### config.mk
export PLATFORM = sky130hd
export DESIGN_NAME = buzzer_arbiter
export DESIGN_NICKNAME = d
export VERILOG_FILES = /design/src/rtl/buzzer_pkg.sv /design/src/rtl/tone_gen.sv /design/src/rtl/buzzer_arbiter.sv
export SDC_FILE = /design/constraint.sdc
export NUM_CORES = 1
export LEC_CHECK = 0
export CORE_ASPECT_RATIO = 1.25
export CORE_MARGIN = 2
export CORE_UTILIZATION = 39
export CTS_BUF_LIST = sky130_fd_sc_hd__clkbuf_16
export DETAILED_ROUTE_END_ITERATION = 10
export PLACE_DENSITY_LB_ADDON = 0.2
export SLEW_MARGIN = 10
export SYNTH_ARGS = -nofsm -noshare
export SYNTH_HDL_FRONTEND = slang
export SYNTH_SLANG_ARGS = --single-unit
### constraint.sdc
create_clock -name clk -period 3.87 [get_ports clk]
set_input_delay 0.774 -clock clk [delete_from_list [all_inputs] [get_ports clk]]
set_output_delay 0.774 -clock clk [all_outputs]
set_load 0.01 [all_outputs]
### src/rtl/buzzer_pkg.sv
// Shared tone ids, FSM encodings, default tone timing and the fixed-priority picker
// for the buzzer arbiter.
package buzzer_pkg;

  localparam logic [1:0] TONE_KEY = 2'd0;
  localparam logic [1:0] TONE_OK  = 2'd1;
  localparam logic [1:0] TONE_ERR = 2'd2;
  localparam logic [1:0] TONE_ALM = 2'd3;

  typedef enum logic [1:0] {ST_IDLE, ST_TONE, ST_GAP} state_t;
  typedef enum logic [2:0] {ACT_HOLD, ACT_START, ACT_STOP, ACT_END, ACT_GAP, ACT_BEEP2} act_t;

  localparam int DEF_CNT_W    = 32;
  localparam int DEF_KEY_HALF = 50000;
  localparam int DEF_KEY_LEN  = 10000000;
  localparam int DEF_OK_HALF  = 10000;
  localparam int DEF_OK_LEN   = 50000000;
  localparam int DEF_ERR_HALF = 25000;
  localparam int DEF_ERR_BEEP = 12500000;
  localparam int DEF_ALM_HALF = 5000;

  // Bit index is the tone id, so the highest set bit wins.
  function automatic logic [1:0] prio_pick(input logic [3:0] req);
    logic [1:0] id;
    id = TONE_KEY;
    if (req[3])      id = TONE_ALM;
    else if (req[2]) id = TONE_ERR;
    else if (req[1]) id = TONE_OK;
    return id;
  endfunction

endpackage

### src/rtl/tone_gen.sv
// Square-wave generator: output toggles every `half` enabled cycles.
// A clear restarts the half-period and loads the output level with clr_val.
module tone_gen #(
  parameter int CNT_W = 32
) (
  input  logic             clk,
  input  logic             rst_n,
  input  logic             en,
  input  logic             clr,
  input  logic             clr_val,
  input  logic [CNT_W-1:0] half,
  output logic             tone
);

  logic [CNT_W-1:0] cnt;

  always_ff @(posedge clk or negedge rst_n) begin
    if (!rst_n) begin
      cnt  <= '0;
      tone <= 1'b0;
    end else if (clr) begin
      cnt  <= '0;
      tone <= clr_val;
    end else if (en) begin
      if (cnt >= half - CNT_W'(1)) begin
        cnt  <= '0;
        tone <= ~tone;
      end else begin
        cnt <= cnt + CNT_W'(1);
      end
    end
  end

endmodule

### src/rtl/buzzer_arbiter.sv
// Fixed-priority, preemptive arbiter sharing one piezo pin between four tone sources,
// with per-source one-deep pending latches. Optional BUZZER_MUTE_EN adds a mute input.
module buzzer_arbiter
  import buzzer_pkg::*;
#(
  parameter int CNT_W    = DEF_CNT_W,
  parameter int KEY_HALF = DEF_KEY_HALF,
  parameter int KEY_LEN  = DEF_KEY_LEN,
  parameter int OK_HALF  = DEF_OK_HALF,
  parameter int OK_LEN   = DEF_OK_LEN,
  parameter int ERR_HALF = DEF_ERR_HALF,
  parameter int ERR_BEEP = DEF_ERR_BEEP,
  parameter int ALM_HALF = DEF_ALM_HALF
) (
  input  logic       clk,
  input  logic       rst_n,
  input  logic       key_req,
  input  logic       ok_req,
  input  logic       err_req,
  input  logic       lock_req,
`ifdef BUZZER_MUTE_EN
  input  logic       mute,
`endif
  output logic       buzzer,
  output logic       busy,
  output logic [1:0] active_id,
  output logic       done
);

  state_t           state;
  act_t             act;
  logic [CNT_W-1:0] dur_cnt;
  logic [CNT_W-1:0] half_sel;
  logic [CNT_W-1:0] len_sel;
  logic             beep;
  logic             dur_done;
  logic [2:0]       pend;
  logic [2:0]       pend_nxt;
  logic [3:0]       req;
  logic [3:0]       cand;
  logic [3:0]       win_oh;
  logic [1:0]       top_id;
  logic [1:0]       win_id;
  logic             tone;
  logic             tg_clr;
  logic             tg_load;
  logic             tg_en;

  always_comb begin
    req    = {lock_req, err_req, ok_req, key_req};
    cand   = req | {1'b0, pend};
    top_id = prio_pick(req);
    win_id = (state == ST_IDLE) ? prio_pick(cand) : top_id;
    win_oh = 4'b0001 << win_id;

    case (active_id)
      TONE_KEY: begin half_sel = CNT_W'(KEY_HALF); len_sel = CNT_W'(KEY_LEN);  end
      TONE_OK:  begin half_sel = CNT_W'(OK_HALF);  len_sel = CNT_W'(OK_LEN);   end
      TONE_ERR: begin half_sel = CNT_W'(ERR_HALF); len_sel = CNT_W'(ERR_BEEP); end
      default:  begin half_sel = CNT_W'(ALM_HALF); len_sel = '1;               end
    endcase
    dur_done = dur_cnt >= len_sel - CNT_W'(1);

    act = ACT_HOLD;
    if (state == ST_IDLE) begin
      if (|cand) act = ACT_START;
    end else if (active_id == TONE_ALM) begin
      // Alarm has no duration; it tracks the lock_req level only.
      if (!lock_req) act = ACT_STOP;
    end else if (|req && top_id >= active_id) begin
      act = ACT_START;
    end else if (dur_done) begin
      if (state == ST_GAP)                        act = ACT_BEEP2;
      else if (active_id == TONE_ERR && !beep)    act = ACT_GAP;
      else                                        act = ACT_END;
    end

    pend_nxt = pend | req[2:0];
    if (act == ACT_START) pend_nxt = pend_nxt & ~win_oh[2:0];
    if (lock_req)         pend_nxt = '0;

    tg_clr  = (act != ACT_HOLD);
    tg_load = (act == ACT_START) || (act == ACT_BEEP2);
    tg_en   = (state == ST_TONE);
  end

  always_ff @(posedge clk or negedge rst_n) begin
    if (!rst_n) begin
      state     <= ST_IDLE;
      active_id <= TONE_KEY;
      busy      <= 1'b0;
      done      <= 1'b0;
      dur_cnt   <= '0;
      beep      <= 1'b0;
      pend      <= '0;
    end else begin
      done <= 1'b0;
      pend <= pend_nxt;
      case (act)
        ACT_START: begin
          state     <= ST_TONE;
          active_id <= win_id;
          busy      <= 1'b1;
          dur_cnt   <= '0;
          beep      <= 1'b0;
        end
        ACT_STOP: begin
          state   <= ST_IDLE;
          busy    <= 1'b0;
          dur_cnt <= '0;
        end
        ACT_END: begin
          state   <= ST_IDLE;
          busy    <= 1'b0;
          dur_cnt <= '0;
          done    <= 1'b1;
        end
        ACT_GAP: begin
          state   <= ST_GAP;
          dur_cnt <= '0;
        end
        ACT_BEEP2: begin
          state   <= ST_TONE;
          dur_cnt <= '0;
          beep    <= 1'b1;
        end
        default: begin
          if (state != ST_IDLE) dur_cnt <= dur_cnt + CNT_W'(1);
        end
      endcase
    end
  end

  tone_gen #(.CNT_W(CNT_W)) u_tone_gen (
    .clk     (clk),
    .rst_n   (rst_n),
    .en      (tg_en),
    .clr     (tg_clr),
    .clr_val (tg_load),
    .half    (half_sel),
    .tone    (tone)
  );

`ifdef BUZZER_MUTE_EN
  assign buzzer = tone & ~mute;
`else
  assign buzzer = tone;
`endif

endmodule

==> Yosys cells after proc, flatten, opt, wreduce, memory -nomap -nowiden <==
Cells that the tools add are included.
{ "op_classes": {"add_sub_neg": 4, "n_lt_le_gt_ge": 3, "n_eq_ne": 10, "shifts": 1, "mux": 31, "bitwise_logic": 5, "n_reduce_logical": 20} }
{ "op_table": {"columns": ["operator", "count"], "rows": [
  ["2-to-1 mux 32 bit", 5],
  ["case mux 32 bit (3 select lines)", 1],
  ["adder 32 x 1 -> 32 bit, second input constant", 2],
  [">= comparator 32 bit", 2],
  ["case mux 16 bit (3 select lines)", 1],
  ["subtractor 32 x 1 -> 32 bit, second input constant", 1],
  ["2-to-1 mux 3 bit", 8],
  ["subtractor 16 x 1 -> 17 bit, second input constant", 1],
  ["2-to-1 mux 2 bit", 6],
  ["nonzero test 2 bit", 6],
  ["OR reduction 4 bit", 2],
  ["2-to-1 mux 1 bit", 7],
  ["== test 2 bit, second input constant", 3],
  ["== test 3 x 2 -> 1 bit, second input constant", 2],
  ["== test 3 bit, second input constant", 2],
  ["case mux 2 bit (3 select lines)", 1],
  ["nonzero test 3 bit", 2],
  ["OR reduction 5 bit", 1],
  ["== test 2 x 1 -> 1 bit, second input constant", 2],
  ["logical NOT 2 bit", 2],
  ["OR 4 x 3 -> 4 bit", 1],
  ["case mux 1 bit (2 select lines)", 2],
  ["OR reduction 2 bit", 2],
  ["AND 3 bit", 1],
  ["10 further kinds", 11]
]} }
{ "totals": {"regBits": 75, "input_bits": 6, "out_inout_bits": 5} }

==> Logic depth before layout (Yosys ltp) <==
Gate-level depths: netlist of the first run.
{ "depth": {"ltp_word": 11, "depth_mapped": 16, "depth_no_buf": 14} }

==> Hierarchy <==
From an unflattened synthesis of the first run, not the netlist that was laid out.
{ "hier_totals": {"hier_cells": 655, "hier_area_um2": 6003.3} }
{ "modules_own_cells": {"columns": ["mod", "instances", "cells_per_inst", "area_each_um2", "seq_area_each_um2"], "rows": [
  ["buzzer_arbiter", 1, 323, 3031.7, 1051.0],
  ["tone_gen", 1, 332, 2971.6, 825.8]
]} }

==> Worst setup path after synthesis of the first run <==
No wires, ideal clock.
{ "synth_timing": {"path_type": "register to register", "from": "register active_id[0]", "to": "register u_tone_gen.cnt[13]", "setup_ps": 77, "arrival_time_ps": 3165, "required_time_ps": 3793, "setup_slack_ps": 628, "path_stages_with_launch": 13, "path_cell_list": "dfrtp_1 -> ha_1 -> inv_1 -> o21ai_0 -> ha_1 -> ha_1 -> a21oi_1 -> a21oi_1 -> a2111oi_0 -> o31ai_1 -> or2_2 -> or3_1 -> a21oi_1"} }
{ "synth_via": {"elab_chain_len": 10, "word_cells_on_any_way": 24, "classes_between": "add/sub: 2; order compare: 3; eq/ne: 3; mux: 11; reduce/logical: 5"} }
{ "synth_rtl": {"columns": ["element", "line", "source"], "rows": [
  ["from (decl)", "buzzer_arbiter.sv:26", "output logic [1:0] active_id,"],
  ["from (signal assigned)", "buzzer_arbiter.sv:102", "active_id <= win_id;"],
  ["== test 2 bit, or another cell as far along", "buzzer_arbiter.sv:56, buzzer_arbiter.sv:74", null],
  ["case mux 32 bit (3 select lines) or logical AND 1 bit (tied branches)", "buzzer_arbiter.sv:56, buzzer_arbiter.sv:74", null],
  ["subtractor 32 x 1 -> 32 bit or 2-to-1 mux 3 bit (tied branches)", "buzzer_arbiter.sv:62, buzzer_arbiter.sv:74", null],
  [">= comparator 32 bit or 2-to-1 mux 3 bit (tied branches)", "buzzer_arbiter.sv:62, buzzer_arbiter.sv:73", null],
  ["2-to-1 mux 3 bit", "buzzer_arbiter.sv:72", "end else if (dur_done) begin"],
  ["2-to-1 mux 3 bit", "buzzer_arbiter.sv:70", "end else if (|req && top_id >= active_id) begin"],
  ["2-to-1 mux 3 bit", "buzzer_arbiter.sv:67", "end else if (active_id == TONE_ALM) begin"],
  ["2-to-1 mux 3 bit", "buzzer_arbiter.sv:65", "if (state == ST_IDLE) begin"],
  ["nonzero test 3 bit", "buzzer_arbiter.sv:82", "tg_clr = (act != ACT_HOLD);"],
  ["2-to-1 mux 32 bit or nonzero test 2 bit (tied branches)", null, null],
  ["to (signal assigned)", "tone_gen.sv:29", "cnt <= cnt + CNT_W'(1);"],
  ["to (decl)", "tone_gen.sv:15", "logic [CNT_W-1:0] cnt;"]
]} }
Several ways; a longest one is shown, not always the timed one. The select of a mux whose other input is x is not followed.
A chain may end at the register's enable or synchronous reset.

==> Worst setup path in the final report of the first run <==
Ends and elaborated chain as after synthesis.

==> flow_summary.yaml, run 1 <==
yosys:
  yosysSeqAreaShare_pct: 40.5
  syn_inst: 502
  synth_compound_area_share_pct: 11.7
  yosys.area_share.simple_pct: 24.0
  synth_area_leader_cell: "dfrtp_1"
  synthTopCellsByCount: "dfrtp_1 (75), nor2_1 (61), ha_1 (49)"
  yosysMostFrequentCell: "dfrtp_1"
  synth_xor_area_share_pct: 6.04
  synth_top_cell_area_share_pct: 40.5
  synth_top_family_by_area: "simple AND/OR/NAND/NOR gates"
  async_reset_ff_share_pct: 100
  avgSynthCellArea_um2: 9.24
  synth_area_um2: 4640
  synth_area_leaders: "dfrtp_1 (40%), ha_1 (13%), nor2_1 (4.9%)"
  yosys_warnings: 0
  synth_mux_area_share_pct: 0.674
  yosys.cell_types.count: 55
  synth_edf_count: 0
  synthAdderAreaFrac_pct: 13.2
  ys_seq_elements: 75
  yosys_most_used_dff: "dfrtp_1"
clock_tree:
  path_clk_slew_ps: 60
  cts_made_buffers: 9
  clock_latency_ps: 330
  cts-resized-gates: 0
  post_cts_buffers: 0
  cts_tree: "done"
  cts-root-buf: "clkbuf_16"
  clock-sinks: 75
  ctsHoldBuffers: 0
  clockBufferDepth: 2
  cts_max_level: 3
detailed_routing:
  drtAntennaViolNets: 0
  drc: 0
  drtPass1Iterations: 4
  via_per_inst: 5.34
  vias: 3632
  drt_iter0_drc: 137
  wire_per_inst_um: 15.3
  totalWireLength_um: 10400
global_route:
  overflow: 0
  grt_max_degree: 76
  grt_pass1_wl_um: 18100
  grt_antenna_before_repair: 0
  grtUsageTotal_pct: 17.7
  grt_pass1_vias: 3719
hold_path:
  min_from: "beep"
  min_path_type: "reg2reg"
outcome:
  outcome: "finished, final reports clean"
timing:
  whs_ps: 510
  slew_viol_final: 0
  min_period_ps: 3540
  rsz0062_at_grt: "false"
  clock_skew_ps: 6.18
  setup_tns_ps: 0
  worstMarginPinSlew_ps: 978
  hold_viol: 0
  timing.final.crit_share_pct: 91.6
  max_freq_ghz: 0.282
  final-setup-viol-count: 0
  slew_headroom_pct: 34.8
setup_path:
  r2r_start: "active_id[0]"
  crit_fanout: 7
  cp-end-kind: "register"
  start_kind: "register"
  crit_start: "active_id[0]"
  cp_data_required_time_ps: 4130
  crit_type: "reg2reg"
  arrival_ps: 3800
pwr:
  powerDensity_nw_per_um2: 560
  p_leak_uw: 0.00241
  ir_drop_v: 0.000249
placed_design:
  dp_hpwl_um: 7370
  dp.cells: 664
  gp_congestion: 0.821
  portBuffers: 10
cells_and_area:
  drive_gt1_share_pct: 7.13
  fill_cells: 1129
  area_growth_pct: 12.0
  antennaDiodeCount: 0
  fin_nets: 569
  final_cells: 680
floorplanning:
  dieArea_um2: 12800
  placementRows: 44
  die-width_um: 102
  pin_count: 11
  initial_core_util_pct: 39.9
  core-area_um2: 11600
  fp.dieH_um: 126
job:
  cap_viol_max_count: 0
## stage by stage
step / area [um^2] / power, uW / worst slack (ps) / utilization (%)
final: 5190 / 2910 / 325 / 44.7
after global routing: 5190 / 3140 / 39.6 / 44.7
after CTS: 5190 / 2940 / 29.2 / 44.7
after detailed placement: 4910 / 2120 / 91.4 / 42.2
after global placement: 4910 / 2090 / 270 / 42.2
after floorplan: 4640 / 1780 / 628 / -
## cell type report
type                    instances  area [um^2]  share of cell area, %
repair buffers                 18          170                   3.28
multi-input cells             392         2590                   50.0
flip-flops and latches         75         1880                   36.1
inverters                      18         67.6                   1.30
clock buffers                   9          225                   4.34
clock inverters                 7         58.8                   1.13
well taps                     161          201                   3.88
## final timing paths
check                                endpoint  slack (ps)  cells after the start
setup / recovery           u_tone_gen.cnt[13]         330                     12
hold / removal                           beep         510                      1
max in group asynchronous        active_id[1]        2640                      1
min in group asynchronous  u_tone_gen.cnt[21]         600                      1
setup reg to reg           u_tone_gen.cnt[13]         330                     12
hold reg to reg                          beep         510                      1
## critical path: stages (launching register included)
cell       delay [ps]
dfrtp_1           440
inv_1             190
ha_1              270
nor2_1            260
ha_1              310
ha_1              300
a21oi_1           170
a21oi_1            90
a2111oi_1         450
o31ai_2           190
or2_2             310
or3_1             350
a21oi_1           140
## cells in the final DEF, fill, tap and decap left out, drive strengths merged, types with 13 or more instances in the layout
master / instances
nand3: 31
inv: 18
o21ai: 21
nor2: 63
nand2: 40
nand4: 13
xor2: 22
and3: 24
dfrtp: 75
ha: 49
a21oi: 35
## state kept, by name, indices dropped and copies added, names as in the netlist
register and count:
u_tone_gen.cnt 32, state 2, dur_cnt 32, active_id 2, done 1, pend 3, u_tone_gen.tone 1, beep 1
busy 1
## metal layers
layer / part of all wire, % / wire (um) / GRT usage (%)
met1: 48 / 4950 / 23.6
met2: 48 / 5010 / 28.5
met3: 1.9 / 198 / 2.44
met4: 2.1 / 216 / 7.47
met5: 0 / 0 / 0
## kinds of logic (layout without fill, tap and decap cells)
kind of cell,Yosys count,count (layout)
buffers and inverters,36,52
AOI/OAI and AO/OA,85,85
xor gates and xnor gates,32,32
and+or+nand+nor,221,221
muxes,3,3
adders and majority gates,49,49
DFF,75,75
other,1,2
## power breakdown
| part | switching (uW) | internal [uW] | total, uW |
|---|---|---|---|
| sequential | 64.7 | 836 | 900 |
| combinational | 779 | 418 | 1200 |
| clock | 321 | 490 | 811 |
Power figures use the tool's default switching activity.
==> run 2, diff against run 1 <==
Settings changed: TNS_END_PERCENT set to 50.
==> results of run 2 <==
No change in the layout: final DEF, timing and power equal those of run 1.
